$ cat src/rtl/branch_predictor.sv
// ---------------------------------------------------------------------------
// branch_predictor
// Direct-mapped branch target buffer with a 2-bit saturating counter per
// entry.
//
// Lookup is combinational from if_pc. Updates arrive from decode once a BEQ
// has resolved, and are written on the rising clock edge. A lookup in the
// same cycle as an update sees the table contents from before the update.
//
// btb_clr invalidates every entry. It also discards any update presented in
// the same cycle.
//
// Optional build macro: BRPRED_STATS_EN.
//   When defined, the block adds the stat_branches and stat_mispred
//   performance counters.
// ---------------------------------------------------------------------------
module branch_predictor #(
    parameter int IDX_W = 4
) (
    input  logic        clk,
    input  logic        rst_n,
    input  logic [31:0] if_pc,
    output logic        pred_taken,
    output logic [31:0] pred_target,
    input  logic        upd_valid,
    input  logic [31:0] upd_pc,
    input  logic        upd_taken,
    input  logic [31:0] upd_target,
    input  logic        upd_pred_taken,
    input  logic        btb_clr
`ifdef BRPRED_STATS_EN
    ,
    output logic [31:0] stat_branches,
    output logic [31:0] stat_mispred
`endif
);

    localparam int ENTRIES = 1 << IDX_W;
    localparam int TAG_W   = 32 - IDX_W - 2;

    localparam logic [1:0] CTR_SNT = 2'b00;
    localparam logic [1:0] CTR_WNT = 2'b01;
    localparam logic [1:0] CTR_WT  = 2'b10;
    localparam logic [1:0] CTR_ST  = 2'b11;

    // Saturating 2-bit counter step: move toward ST when taken, toward SNT
    // otherwise.
    function automatic logic [1:0] ctrNext(input logic [1:0] ctr, input logic taken);
        logic [1:0] nxt;
        case (ctr)
            CTR_SNT: nxt = taken ? CTR_WNT : CTR_SNT;
            CTR_WNT: nxt = taken ? CTR_WT  : CTR_SNT;
            CTR_WT:  nxt = taken ? CTR_ST  : CTR_WNT;
            CTR_ST:  nxt = taken ? CTR_ST  : CTR_WT;
            default: nxt = CTR_WNT;
        endcase
        return nxt;
    endfunction

    // Table storage.
    // Valid bits and counters are reset. Tags and targets are not, because
    // they are only ever seen through a set valid bit.
    logic [ENTRIES-1:0] validTable_r;
    logic [1:0]         ctrTable_r    [ENTRIES];
    logic [TAG_W-1:0]   tagTable_r    [ENTRIES];
    logic [31:0]        targetTable_r [ENTRIES];

    logic [IDX_W-1:0]   lkIdx_s;
    logic [TAG_W-1:0]   lkTag_s;
    logic               lkHit_s;
    logic [IDX_W-1:0]   updIdx_s;
    logic [TAG_W-1:0]   updTag_s;
    logic               updHit_s;
    logic               updAccept_s;

    // Byte-offset bits of both PCs never select anything. The prediction
    // echo is only consumed by the statistics counters.
    logic               unusedBits_s;
    assign unusedBits_s = ^{if_pc[1:0], upd_pc[1:0], upd_pred_taken};

    // Fetch-side lookup: split the PC into index and tag and test for a hit.
    always_comb begin
        lkIdx_s = if_pc[IDX_W+1:2];
        lkTag_s = if_pc[31:IDX_W+2];
        lkHit_s = validTable_r[lkIdx_s] && (tagTable_r[lkIdx_s] == lkTag_s);
    end

    // Prediction outputs.
    // The target is forced to zero unless the prediction is taken.
    always_comb begin
        pred_taken  = 1'b0;
        pred_target = 32'h0000_0000;
        if (lkHit_s && ctrTable_r[lkIdx_s][1]) begin
            pred_taken  = 1'b1;
            pred_target = targetTable_r[lkIdx_s];
        end else begin
            pred_taken  = 1'b0;
            pred_target = 32'h0000_0000;
        end
    end

    // Update-side decode.
    // An update is accepted only when no clear is requested in the same
    // cycle.
    always_comb begin
        updIdx_s    = upd_pc[IDX_W+1:2];
        updTag_s    = upd_pc[31:IDX_W+2];
        updHit_s    = validTable_r[updIdx_s] && (tagTable_r[updIdx_s] == updTag_s);
        updAccept_s = upd_valid && !btb_clr;
    end

    // Valid bits and counters.
    // The table is cleared asynchronously on reset. Then, in priority order:
    //   - btb_clr invalidates every entry;
    //   - on a hit, the counter steps toward the resolved outcome;
    //   - on a taken miss, the entry is allocated at WT.
    always_ff @(posedge clk or negedge rst_n) begin
        if (!rst_n) begin
            validTable_r <= {ENTRIES{1'b0}};
            for (int i = 0; i < ENTRIES; i++) begin
                ctrTable_r[i] <= CTR_WNT;
            end
        end else if (btb_clr) begin
            validTable_r <= {ENTRIES{1'b0}};
        end else if (upd_valid) begin
            if (updHit_s) begin
                ctrTable_r[updIdx_s] <= ctrNext(ctrTable_r[updIdx_s], upd_taken);
            end else if (upd_taken) begin
                validTable_r[updIdx_s] <= 1'b1;
                ctrTable_r[updIdx_s]   <= CTR_WT;
            end else begin
                validTable_r <= validTable_r;
            end
        end else begin
            validTable_r <= validTable_r;
        end
    end

    // Tag and target payload.
    // Rewritten on every accepted taken update, whether it hits or
    // allocates. On a hit the rewritten tag is identical.
    always_ff @(posedge clk) begin
        if (updAccept_s && upd_taken) begin
            tagTable_r[updIdx_s]    <= updTag_s;
            targetTable_r[updIdx_s] <= upd_target;
        end else begin
            tagTable_r[updIdx_s]    <= tagTable_r[updIdx_s];
            targetTable_r[updIdx_s] <= targetTable_r[updIdx_s];
        end
    end

`ifdef BRPRED_STATS_EN
    logic [31:0] statBranches_r;
    logic [31:0] statMispred_r;

    // Performance counters.
    // They count accepted updates and mispredictions, and wrap naturally.
    // btb_clr does not clear them.
    always_ff @(posedge clk or negedge rst_n) begin
        if (!rst_n) begin
            statBranches_r <= 32'd0;
            statMispred_r  <= 32'd0;
        end else if (updAccept_s) begin
            statBranches_r <= statBranches_r + 32'd1;
            if (upd_taken != upd_pred_taken) begin
                statMispred_r <= statMispred_r + 32'd1;
            end else begin
                statMispred_r <= statMispred_r;
            end
        end else begin
            statBranches_r <= statBranches_r;
            statMispred_r  <= statMispred_r;
        end
    end

    assign stat_branches = statBranches_r;
    assign stat_mispred  = statMispred_r;
`endif

endmodule

$ cat config.mk
export PLATFORM = sky130hd
export DESIGN_NAME = branch_predictor
export DESIGN_NICKNAME = d
export VERILOG_FILES = /design/src/rtl/branch_predictor.sv
export SDC_FILE = /design/constraint.sdc
export NUM_CORES = 1
export LEC_CHECK = 0
export CAP_MARGIN = 0
export CORE_ASPECT_RATIO = 0.7
export CORE_MARGIN = 4
export CORE_UTILIZATION = 35
export CTS_BUF_LIST = sky130_fd_sc_hd__clkbuf_4 sky130_fd_sc_hd__clkbuf_8
export DETAILED_ROUTE_END_ITERATION = 7
export GPL_TIMING_DRIVEN = 0
export PLACE_DENSITY = 0.51
export SLEW_MARGIN = 20
export SYNTH_ARGS = -nofsm -noshare
export SYNTH_HDL_FRONTEND = slang
export SYNTH_SLANG_ARGS = --single-unit
$ cat constraint.sdc
create_clock -name clk -period 11.8 [get_ports clk]
set_input_delay 1.77 -clock clk [delete_from_list [all_inputs] [get_ports clk]]
set_output_delay 1.77 -clock clk [all_outputs]
set_load 0.005 [all_outputs]
==> summary.txt, run 1 <==
Die
  – Die width: 426.2 µm
  – Die height: 300.8 µm
  – Effective utilization at floorplan: 0.3525
  – DIE AREA: approximately 0.13 mm²
  – I/O pin count: between 100 and 150
  – Placeable Area: 0.1216 mm²
  – Std-Cell Rows: 107

Setup path
  – Crit-path max FO: 10
  – R2r setup slk: 7.73 ns
  – Worst Path Required: 10.03 ns
  – RR Startpoint: tagTable_r[13][6]
  – Reg2reg end: ctrTable_r[18]
  – CP Data Arrival Time: roughly 8 ns
  – FF-to-FF path depth: 9
  – Critical path launch point type: input pin
  – Critical setup path kind: in -> out
  – Crit. End Element: output pin

Synth
  – Mapped Area: 0.04285 mm²
  – Sequential area share after synthesis: 0.6788
  – Syn nets: approximately 2300
  – Top FF cell, synth: edfxtp_1
  – Syn Area/Cell: 19.67 µm²
  – Cells after Synth: 2179
  – Unique masters post-synth: 60
  – Yosys warning count: 0
  – EDFF count, synth: a little over 900
  – Post-synth ARST share: 0.04918
  – #FFs+latches synth: 976

Global route
  – Global-route wire length before repair: 192.8 mm
  – Largest net degree at the start of global routing: 33
  – Initial antenna violation count: 9
  – Vias in the first global route: ~25000
  – GRT overflow: 0
  – Overall Global Routing Usage: 0.2163

Finish
  – Layout cells sized above 1: 0.3220
  – Fin area: 0.05034 mm²
  – Post-layout nets: approximately 2600
  – Area delta synth->final: 17.49%
  – Most frequent cells in the layout: edfxtp_1, mux4_2, clkbuf_8
  – Most common cell after layout, fill and taps aside: edfxtp_1
  – Fillers: 10780

Clock network
  – Clock sink total: 976
  – CTS tree: built
  – CTS Buffer Depth: 3
  – Resized cells post-CTS: 0
  – Clk pin slew, worst setup/hold paths: 0.06 ns
  – Worst-Skew Late Latency: 0.87 ns
  – Hold buffers post-CTS: 0
  – Num CTS Buffers: 160
  – Root Buffer: clkbuf_8
  – Post-CTS setup buffer count: 0
  – H-tree depth: 4

Drt
  – Iteration-0 DRC Markers: 3017
  – Routed Antenna Nets: 0
  – Via count: 24930
  – DRT Wirelength: 139.1 mm
  – Drt wl/cell: 32.62 µm
  – Vias/cell: about 5.8
  – Pre-antenna DRT Iters: 6
  – DRC viols: 0

Min path
  – Worst hold path cell count: 2
  – WHS Endpoint: ctrTable_r[12]
  – HP Start: ctrTable_r[12]
  – HP Class: reg -> reg

Timing
  – Period utilization: 0.8098
  – Relative slew slack: 0.1918
  – Final slew viol count: 0
  – Clock Skew: 0.03266 ns
  – Final setup TNS: 0 ns
  – Final min period: 9.555 ns
  – Unrepaired setup endpoints after global routing: false
  – Max Freq: 0.1047 GHz
  – Final setup vio count: 0
  – Final hold vios: 0
  – Final hold slack: 0.4897 ns
  – Slew at the pin closest to its max-slew limit: 1.212 ns
  – Setup WS post-layout: 2.245 ns

Place
  – Pre-CTS setup slack: 2.217 ns
  – Placed cell area: ~0.047 mm²
  – Final HPWL DP: 90.29 mm
  – GPL Wtd Cong: 0.8764
  – Number of port buffers: 120

Power and ir drop
  – Total power draw: 7504 µW
  – Leakage: 0.01601 µW
  – Pwr dens: 149.1 mW/mm²
  – Worst vdd ir: around 0.10 mV

Job
  – Maxcap violations: 0

Run status
  – Outcome: completed
==> through the flow <==
stage / util / cells
global placement: 0.3792 / 3934
global route: 0.4141 / 4262
finish: 0.4141 / 4263
detailed placement: 0.3880 / 3970
floorplan: - / 2179
CTS: 0.4133 / 4256
==> layer usage <==
| metal | routed length, µm | track usage |
|---|---|---|
| met1 | 59360 | 0.3069 |
| met3 | 14400 | 0.07393 |
| met4 | 3766 | 0.07170 |
| met2 | 61540 | 0.3126 |
| met5 | 0 | 0 |
==> cells in the mapped netlist (8+ instances only) <==
master	n	area [µm²]
clkbuf_1	84	315.3
nand3_1	53	265.3
edfxtp_1	928	27870
buf_1	30	112.6
o32ai_1	17	148.9
nor3_1	39	195.2
o22ai_1	25	156.4
nor2b_1	41	256.5
nor2_1	40	150.1
o21ai_0	20	100.1
inv_1	70	262.8
nand2_1	35	131.4
a31oi_1	8	50.05
mux2i_1	89	890.9
mux2_2	33	371.6
o31ai_1	9	67.56
a22oi_1	18	135.1
a32oi_1	17	148.9
a22o_1	8	70.07
dfrtp_1	32	800.8
xor2_1	13	113.9
buf_2	20	100.1
dfstp_2	16	420.4
a21oi_1	31	155.2
mux4_2	375	8446
xnor2_1	35	306.5
==> power by group <==
part	switching [µW]	internal (µW)
Combinational	425	262
Sequential	19.6	3890
Clock	1380	1530
==> cell type report <==
type                    instances  area (µm²)  share of cell area
flip-flops and latches        976       29090              0.5778
diodes                          4       10.01           0.0001988
repair buffers                159        2107             0.04185
inverters                      70       290.3            0.005766
clock buffers                 218        2663             0.05289
multi-input cells             984       12990              0.2581
well taps                    1635        2046             0.04063
plain buffers                 149       732.0             0.01454
clock inverters                68       415.4            0.008251
==> how the worst max path moves through the flow <==
| stage | cells after the start | start | endpoint | slack [ns] |
|---|---|---|---|---|
| final | 12 | if_pc[2] | pred_target[28] | 2.24 |
| after CTS | 12 | if_pc[2] | pred_target[28] | 2.22 |
| after global routing | 14 | if_pc[2] | pred_target[28] | 1.85 |
| after detailed placement | 12 | if_pc[2] | pred_target[28] | 2.22 |
| after global placement | 12 | if_pc[2] | pred_target[28] | 1.58 |
| after floorplan | 10 | if_pc[2] | pred_target[10] | 5.17 |
==> critical path, stage by stage <==
cell and delay [ns]:
clkbuf_1 0.19, buf_1 0.60, buf_2 0.69, mux4_2 0.60, mux4_2 0.50, xnor2_1 0.16
nand4_1 0.44, nor3_1 0.48, nand4_1 0.84, clkbuf_1 0.52, nor2b_1 0.34, clkdlybuf4s50_1 0.60
==> kinds of logic after synthesis <==
family	count (synthesis)	synth area share
buffers and inverters	219	0.02205
flip-flops	976	0.6788
AND/OR/NAND/NOR	238	0.02780
multiplexers	498	0.2271
adder cells (fa/ha/maj)	2	0.0004672
AO/OA/AOI/OAI	198	0.03399
XOR/XNOR	48	0.009811
==> flip-flops by register name (all words and copies together), names as in the netlist <==
signal         count
validTable_r      16
tagTable_r       416
ctrTable_r        32
targetTable_r    512
(Power assumes the default switching activity.)
==> inputs of run 2 (changes only) <==
- clock period: 11.8 -> 9.3 ns (I/O delays scaled with it)
==> results of run 2 <==
Same layout as run 1 (identical final DEF). Status: completed.
Main changes from that run: setup slack after placement 2.217 ns -> 0.4671 ns; setup slack after layout 2.245 ns -> 0.4949 ns; register-to-register setup slack 7.73 ns -> 5.23 ns; total power 7504 µW -> 9522 µW; worst IR drop on VDD 0.1040 mV -> 0.1320 mV
==> inputs of run 3 (changes only) <==
- CTS_CLUSTER_DIAMETER: unset -> 150
==> results of run 3 <==
Same layout as run 1 (identical final DEF). Status: completed.
Main changes from that run: setup slack after placement 2.217 ns -> 0.4671 ns; setup slack after layout 2.245 ns -> 0.4949 ns; register-to-register setup slack 7.73 ns -> 5.23 ns; total power 7504 µW -> 9522 µW; worst IR drop on VDD 0.1040 mV -> 0.1320 mV
